**config.mk**
```make
export PLATFORM = sky130hd
export DESIGN_NAME = regfile_sb
export DESIGN_NICKNAME = d
export VERILOG_FILES = /design/src/rtl/regfile_sb.sv
export SDC_FILE = /design/constraint.sdc
export NUM_CORES = 2
export LEC_CHECK = 0
export BUFFER_PORTS_ARGS = -buffer_cell sky130_fd_sc_hd__buf_2
export CAP_MARGIN = 20
export CORE_UTILIZATION = 40
export CTS_BUF_LIST = sky130_fd_sc_hd__clkbuf_8
export DETAILED_ROUTE_END_ITERATION = 10
export SYNTH_ARGS = -nofsm -noshare
export SYNTH_HDL_FRONTEND = slang
export SYNTH_SLANG_ARGS = --single-unit
```
**constraint.sdc**
```tcl
create_clock -name clk -period 5.6 [get_ports clk]
set_clock_uncertainty 0.2 [all_clocks]
set_input_delay 0.56 -clock clk [delete_from_list [all_inputs] [get_ports clk]]
set_output_delay 0.56 -clock clk [all_outputs]
set_load 0.05 [all_outputs]
```
**src/rtl/regfile_sb.sv**
```systemverilog
`default_nettype none
// ============================================================================
// Module   : regfile_sb
// Brief    : Parametrised register file with post-reset zero sweep and a
//            per-register pending-write scoreboard for RAW hazard detection.
// Revision : 1.0
// ============================================================================
module regfile_sb #(
    parameter int DATA_WIDTH = 64,
    parameter int ADDR_WIDTH = 5,
    parameter int NUM_READ   = 2
) (
    input  logic                           clk,
    input  logic                           reset,
    output logic                           init_done,
    input  logic [NUM_READ*ADDR_WIDTH-1:0] rd_addr,
    output logic [NUM_READ*DATA_WIDTH-1:0] rd_data,
    output logic [NUM_READ-1:0]            rd_pending,
    input  logic                           wr_en,
    input  logic [ADDR_WIDTH-1:0]          wr_addr,
    input  logic [DATA_WIDTH-1:0]          wr_data,
    input  logic                           issue_en,
    input  logic [ADDR_WIDTH-1:0]          issue_addr
);

    localparam int                    c_DEPTH    = 2 ** ADDR_WIDTH;
    localparam logic [ADDR_WIDTH-1:0] c_LAST_IDX = '1;
    localparam logic [ADDR_WIDTH-1:0] c_ZERO_IDX = '0;

    typedef enum logic [0:0] {
        S_CLEAR = 1'b0,
        S_RUN   = 1'b1
    } state_t;

    state_t                  r_state_q,     r_state_d;
    logic [ADDR_WIDTH-1:0]   r_clear_cnt_q, r_clear_cnt_d;
    logic [c_DEPTH-1:0]      r_pending_q,   r_pending_d;
    logic [DATA_WIDTH-1:0]   r_mem_q [c_DEPTH];

    logic                    w_mem_we;
    logic [ADDR_WIDTH-1:0]   w_mem_waddr;
    logic [DATA_WIDTH-1:0]   w_mem_wdata;

    always_comb begin
        r_state_d     = r_state_q;
        r_clear_cnt_d = r_clear_cnt_q;
        r_pending_d   = r_pending_q;
        w_mem_we      = 1'b0;
        w_mem_waddr   = c_ZERO_IDX;
        w_mem_wdata   = '0;
        if (reset) begin
            r_state_d     = S_CLEAR;
            r_clear_cnt_d = c_ZERO_IDX;
            r_pending_d   = '0;
        end else if (r_state_q == S_CLEAR) begin
            w_mem_we      = 1'b1;
            w_mem_waddr   = r_clear_cnt_q;
            r_clear_cnt_d = r_clear_cnt_q + 1'b1;
            if (r_clear_cnt_q == c_LAST_IDX) begin
                r_state_d = S_RUN;
            end
        end else begin
            if (wr_en && (wr_addr != c_ZERO_IDX)) begin
                w_mem_we    = 1'b1;
                w_mem_waddr = wr_addr;
                w_mem_wdata = wr_data;
            end
            // Clear before set so a same-cycle issue to the same register wins.
            if (wr_en) begin
                r_pending_d[wr_addr] = 1'b0;
            end
            if (issue_en && (issue_addr != c_ZERO_IDX)) begin
                r_pending_d[issue_addr] = 1'b1;
            end
            r_pending_d[0] = 1'b0;
        end
    end

    always_ff @(posedge clk) begin
        r_state_q     <= r_state_d;
        r_clear_cnt_q <= r_clear_cnt_d;
        r_pending_q   <= r_pending_d;
    end

    always_ff @(posedge clk) begin
        if (w_mem_we) begin
            r_mem_q[w_mem_waddr] <= w_mem_wdata;
        end
    end

    assign init_done = (r_state_q == S_RUN);

    for (genvar k = 0; k < NUM_READ; k++) begin : g_read
        logic [ADDR_WIDTH-1:0] w_addr;
        logic [DATA_WIDTH-1:0] w_data;
        logic                  w_pend;

        assign w_addr = rd_addr[k*ADDR_WIDTH +: ADDR_WIDTH];

        always_comb begin
            w_data = '0;
            w_pend = 1'b0;
            if ((r_state_q == S_RUN) && (w_addr != c_ZERO_IDX)) begin
                if (wr_en && (wr_addr == w_addr)) begin
                    w_data = wr_data;
                end else begin
                    w_data = r_mem_q[w_addr];
                    w_pend = r_pending_q[w_addr];
                end
            end
        end

        assign rd_data[k*DATA_WIDTH +: DATA_WIDTH] = w_data;
        assign rd_pending[k]                       = w_pend;
    end : g_read

endmodule : regfile_sb
`default_nettype wire

```
======== Word level (Yosys, flattened, before mapping) ========
Memories as Yosys holds them, arrays and structs flattened.
Index checks and enable logic that the tools add are counted.
word-level totals
  latch bits .............................. 0
  memory bits (writable) .................. 2048
  word-level logic and storage cells ...... 62
  flip-flop bits (word level) ............. 37
  memory bits (read-only) ................. 0
  memories kept ........................... 1
memory list
  memory   depth  width  read ports  clocked after memory_dff  wr ports  RTL line  RTL
  r_mem_q  32     64     2           0                         1         38        logic [DATA_WIDTH-1:0] r_mem_q [c_DEPTH];
cells by class
  divide/modulo/power cells ............... 0
  shift operators ......................... 0
  $add $sub $neg .......................... 1
  $lt $le $gt $ge ......................... 6
  multipliers ............................. 0
  mux-type cells .......................... 33
  bitwise logic cells ..................... 3
  equality and inequality tests ........... 3
  reduce and logical (&&, ||, !) cells .... 12
operator list
  kind                   number
  $mux W64               7
  $mux W32               4
  $and A32 B32 Y32       1
  $not A32 Y32           1
  $or A32 B32 Y32        1
  $lt A5 B6 Y1 const B   4
  $reduce_bool A5 Y1     4
  $mux W1                15
  $mux W5                3
  $bmux W1 S5            2
  $demux W1 S5           2
  $eq A5 B5 Y1           2
  $ge A5 B1 Y1 const B   2
  $logic_and A1 B1 Y1    8
  $add A5 B1 Y5 const B  1
  $eq A5 B5 Y1 const B   1

======== Depth between registers and ports, before layout ========
  depth after elaboration ................. 11
  gate-level depth with buffers ........... 10
  gate-level depth less buffers ........... 5

======== Least setup slack after synthesis ========
No wires, ideal clock.
  path kind ............................... flip-flop to flip-flop
  start ................................... reg r_state_q, in the netlist init_done
  end ..................................... mem r_mem_q[12][0] (enable)
  clock period less this slack ............ 5.277 ns
  arrival time ............................ 4.591 ns
  slack ................................... 0.323 ns
  cell stages (with the launch flop) ...... 8
  library setup time ...................... 0.486 ns
  buffers on the path ..................... 3
  data required time ...................... 4.914 ns
  path through ............................ dfxtp_1 > clkbuf_1 > clkbuf_1 > buf_1 > a32oi_1 > nor2_1 > nand2_1 > nor2_1
on the way
  cells in the longest elaborated chain, start to end .. 4
  elaborated cells on any way between the ends .. 6
RTL lines
  item                           RTL line  RTL
  from (decl)                    35        state_t r_state_q, r_state_d;
  from (signal assigned)         80        r_state_q <= r_state_d;
  $mux W1                        55        end else if (r_state_q == S_CLEAR) begin
  $mux W1                        51        if (reset) begin
  $mux W1                        86        if (w_mem_we) begin
  $mux W1 (not written as such)  87        r_mem_q[w_mem_waddr] <= w_mem_wdata;
  to (decl)                      38
Parallel ways exist; a longest one is shown, timed or not.

======== Final worst setup path ========
  start ................................... reg r_state_q, in the netlist init_done
  end ..................................... out rd_data[61]
on the way
  cells in the longest elaborated chain, start to end .. 2
RTL lines
  item                 RTL line  RTL
  $logic_and A1 B1 Y1  103       if ((r_state_q == S_RUN) && (w_addr != c_ZERO_IDX)) begin
  $mux W64             103
  to (decl)            17        output logic [NUM_READ*DATA_WIDTH-1:0] rd_data,
Every way passes these cells.

==> flow_metrics.tcl <==
set metrics [dict create \
    run_status "complete, no violations" \
    p_leak_nw 38.8 \
    layout-drive-gt1-share 0.304 \
    grt_pass1_wl_mm 447 \
    hpwlAfterDp_mm 170 \
    gp_congestion 0.807 \
    final.setup.tns_ns 0 \
    setup_viol 0 \
    grt.overflow.total 0 \
    antenna_found_initial 29 \
    postCtsSetupRepairBufs 0 \
    portBuffers 218 \
    power.density_nw_per_um2 289 \
    grt_pass1_vias 60360 \
    cts_buffers 365 \
    die_w_um 496 \
    layout_setup_ws_ns 0.588 \
    maxCapViolations 0 \
    crit_type "reg -> out" \
    hold_class "in -> reg" \
    synth_top_area_cell "edfxtp_1" \
    synthDistinctLibCells 61 \
    clockPowerShare 0.398 \
    multi_input_area_um2 33400 \
    fill_cells 20639 \
    swShare 0.237 \
    clk_pin_slew_ns 0.06 \
    hold_start "wr_data[54]" \
    place_inst 8399 \
    start_kind "flip-flop" \
    ys.flop_type "edfxtp_1" \
    cts_buffer_depth 4 \
    avgViaCountPerCell 6.58 \
    pwr-share-comb 0.067 \
    start_util 0.404 \
    cts_resized 0 \
    end_kind "output port" \
    ant_nets 0 \
    slew_viol_final 0 \
    grt_max_degree 147 \
    drtIter0Drc 7846 \
    synthCells 5256 \
    dp_slack_ns 1.03 \
    drc_errors 0 \
    core-area_um2 241000 \
    rows 180 \
    wl_per_cell_um 35.3 \
    cts-htree-levels 5 \
    hold_viol_final 0 \
    areaGrowthSynthToFinish_pct 12.8 \
    ys_top_cells_by_area "edfxtp_1 63%, mux4_2 21%, mux2i_1 4.0%, o22ai_1 1.5%, clkbuf_1 0.82%" \
    required_ns 4.84 \
    synth.most_common_cell "edfxtp_1" \
    p_seq_frac 0.535 \
    fin_util 0.455 \
    dr.pass1.iters 6 \
    post-route-period-util 0.895 \
    ioPinCount 219 \
    seqCellArea_um2 62200 \
    synth-edff-count 2048 \
    avgSynthCellArea_um2 18.5 \
    synth_commonest_cells "2048 x edfxtp_1, 892 x mux4_2, 390 x mux2i_1, 228 x o22ai_1, 212 x clkbuf_1" \
    ir_drop_mv 0.280 \
    critPathLaunch "init_done" \
    rsz0062_at_grt "false" \
    synth_async_sr_flop_share 0 \
    dieArea_um2 246000 \
    cts_tree "built" \
    die_y_um 496 \
    synth_nets 5346 \
    synth_top_area_frac 0.631 \
    internal_power_mw 24.3 \
    seq_area_frac_synth 0.639 \
    totalWireLength_mm 320 \
    max_freq_mhz 200 \
    fin_cells 9065 \
    cts_sinks 2085 \
    num_vias 59631 \
    p_sw_mw 7.52 \
    slew_headroom 0.197 \
    synth_area_um2 97500 \
    ys_seq_elements 2085 \
    fin_crit_ns 5.01 \
    cp_max_fo 20 \
    nets 5709 \
    yosysWarningCount 0 \
    tightest_slew_ns 1.20 \
    clockRootBuffer "clkbuf_8" \
    grt_use_total 0.257 \
    clock_latency_ns 1.04 \
    cp_data_arrival_time_ns 4.25 \
    r2r-start "init_done" \
]
[power groups by stage]
stage                     Sequential [mW]  Clock [mW]  Combinational [mW]
final                                17.0        12.6                2.13
after global routing                 17.0        13.4                2.23
after CTS                            17.0        12.8                2.12
after detailed placement             17.3           0                2.11
after global placement               17.3           0                2.10
after floorplan                      17.3           0                1.45
[sequential cells by signal, summed over array words and instances (netlist names)]
name / flops
init_done: 1
r_pending_q: 31
r_mem_q: 2048
r_clear_cnt_q: 5
[area by class of cell]
cell class / count / area share
flip-flops and latches: 2085 / 0.566
multi-input cells: 2721 / 0.303
clock buffers: 371 / 0.0464
repair buffers: 436 / 0.0363
well taps: 3185 / 0.0362
clock inverters: 248 / 0.0108
inverters: 10 / 0.000432
diodes: 9 / 0.000205
[metal layers]
metal	GRT usage	vias up	wire [um]
met5	0	-	103
met4	0.0986	18	12200
met3	0.0520	704	31300
met2	0.419	3644	154000
met1	0.340	31828	122000
li1	-	23437	-
[placed cells by master, fill, tap and decap left out, types with 50 or more instances in the layout]
cell type / synthesis / routed
mux4_2: 892 / 892
mux2i_1: 390 / 390
a221oi_1: 77 / 77
inv_1: 6 / 96
clkbuf_8: 0 / 371
a21oi_1: 90 / 90
a211o_1: 64 / 64
nand2_1: 172 / 172
edfxtp_1: 2048 / 2048
o221ai_1: 52 / 52
o21ai_0: 88 / 88
buf_4: 50 / 99
and3_1: 54 / 54
buf_2: 114 / 211
clkinv_1: 1 / 109
o22ai_1: 228 / 228
a32o_1: 50 / 50
and2_1: 76 / 75
a211oi_1: 97 / 97
nor2_1: 148 / 115
buf_12: 0 / 82
[through the flow]
step                      hold slack, ns  power (mW)  cell area (um^2)
after floorplan                    0.260        18.8             97500
after global placement             0.271        19.4            103000
after detailed placement           0.280        19.4            103000
after CTS                         0.0529        31.9            110000
after global routing              0.0291        32.7            110000
final                             0.0498        31.8            110000
[worst paths after layout]
kind / endpoint / slack (ns) / cells past startpoint
max: rd_data[61] / 0.59 / 7
min: r_mem_q[1][54] / 0.05 / 2
max reg2reg: r_mem_q[27][23] / 1.71 / 5
min reg2reg: r_pending_q[21] / 0.29 / 2
[critical path, cell delays in order (launching register included)]
cell,delay [ns]
dfxtp_1,0.48
buf_4,0.34
inv_1,0.22
a21oi_1,0.34
o21ai_1,0.17
nor2_1,0.84
a221o_1,0.48
buf_2,0.33
[cell families (layout without fill, tap and decap cells)]
| logic type | count (synthesis) | after routing | synth area share |
|---|---|---|---|
| flip-flops | 2085 | 2085 | 0.639 |
| multiplexers | 1284 | 1284 | 0.246 |
| AO/OA/AOI/OAI | 839 | 839 | 0.0621 |
| AND/OR/NAND/NOR | 584 | 584 | 0.0286 |
| buffers and inverters | 450 | 1065 | 0.0230 |
| XOR/XNOR | 12 | 12 | 0.00108 |
| adder cells (fa/ha/maj) | 2 | 2 | 0.000257 |
| other | 0 | 9 | 0 |
[repair_timing]
action	4_1_cts	5_1_grt
hold buffers	29	4
hold endpoints to repair	37	68
endpoints found under the setup margin	0	0
No activity file was read; power rests on OpenSTA's default activity.
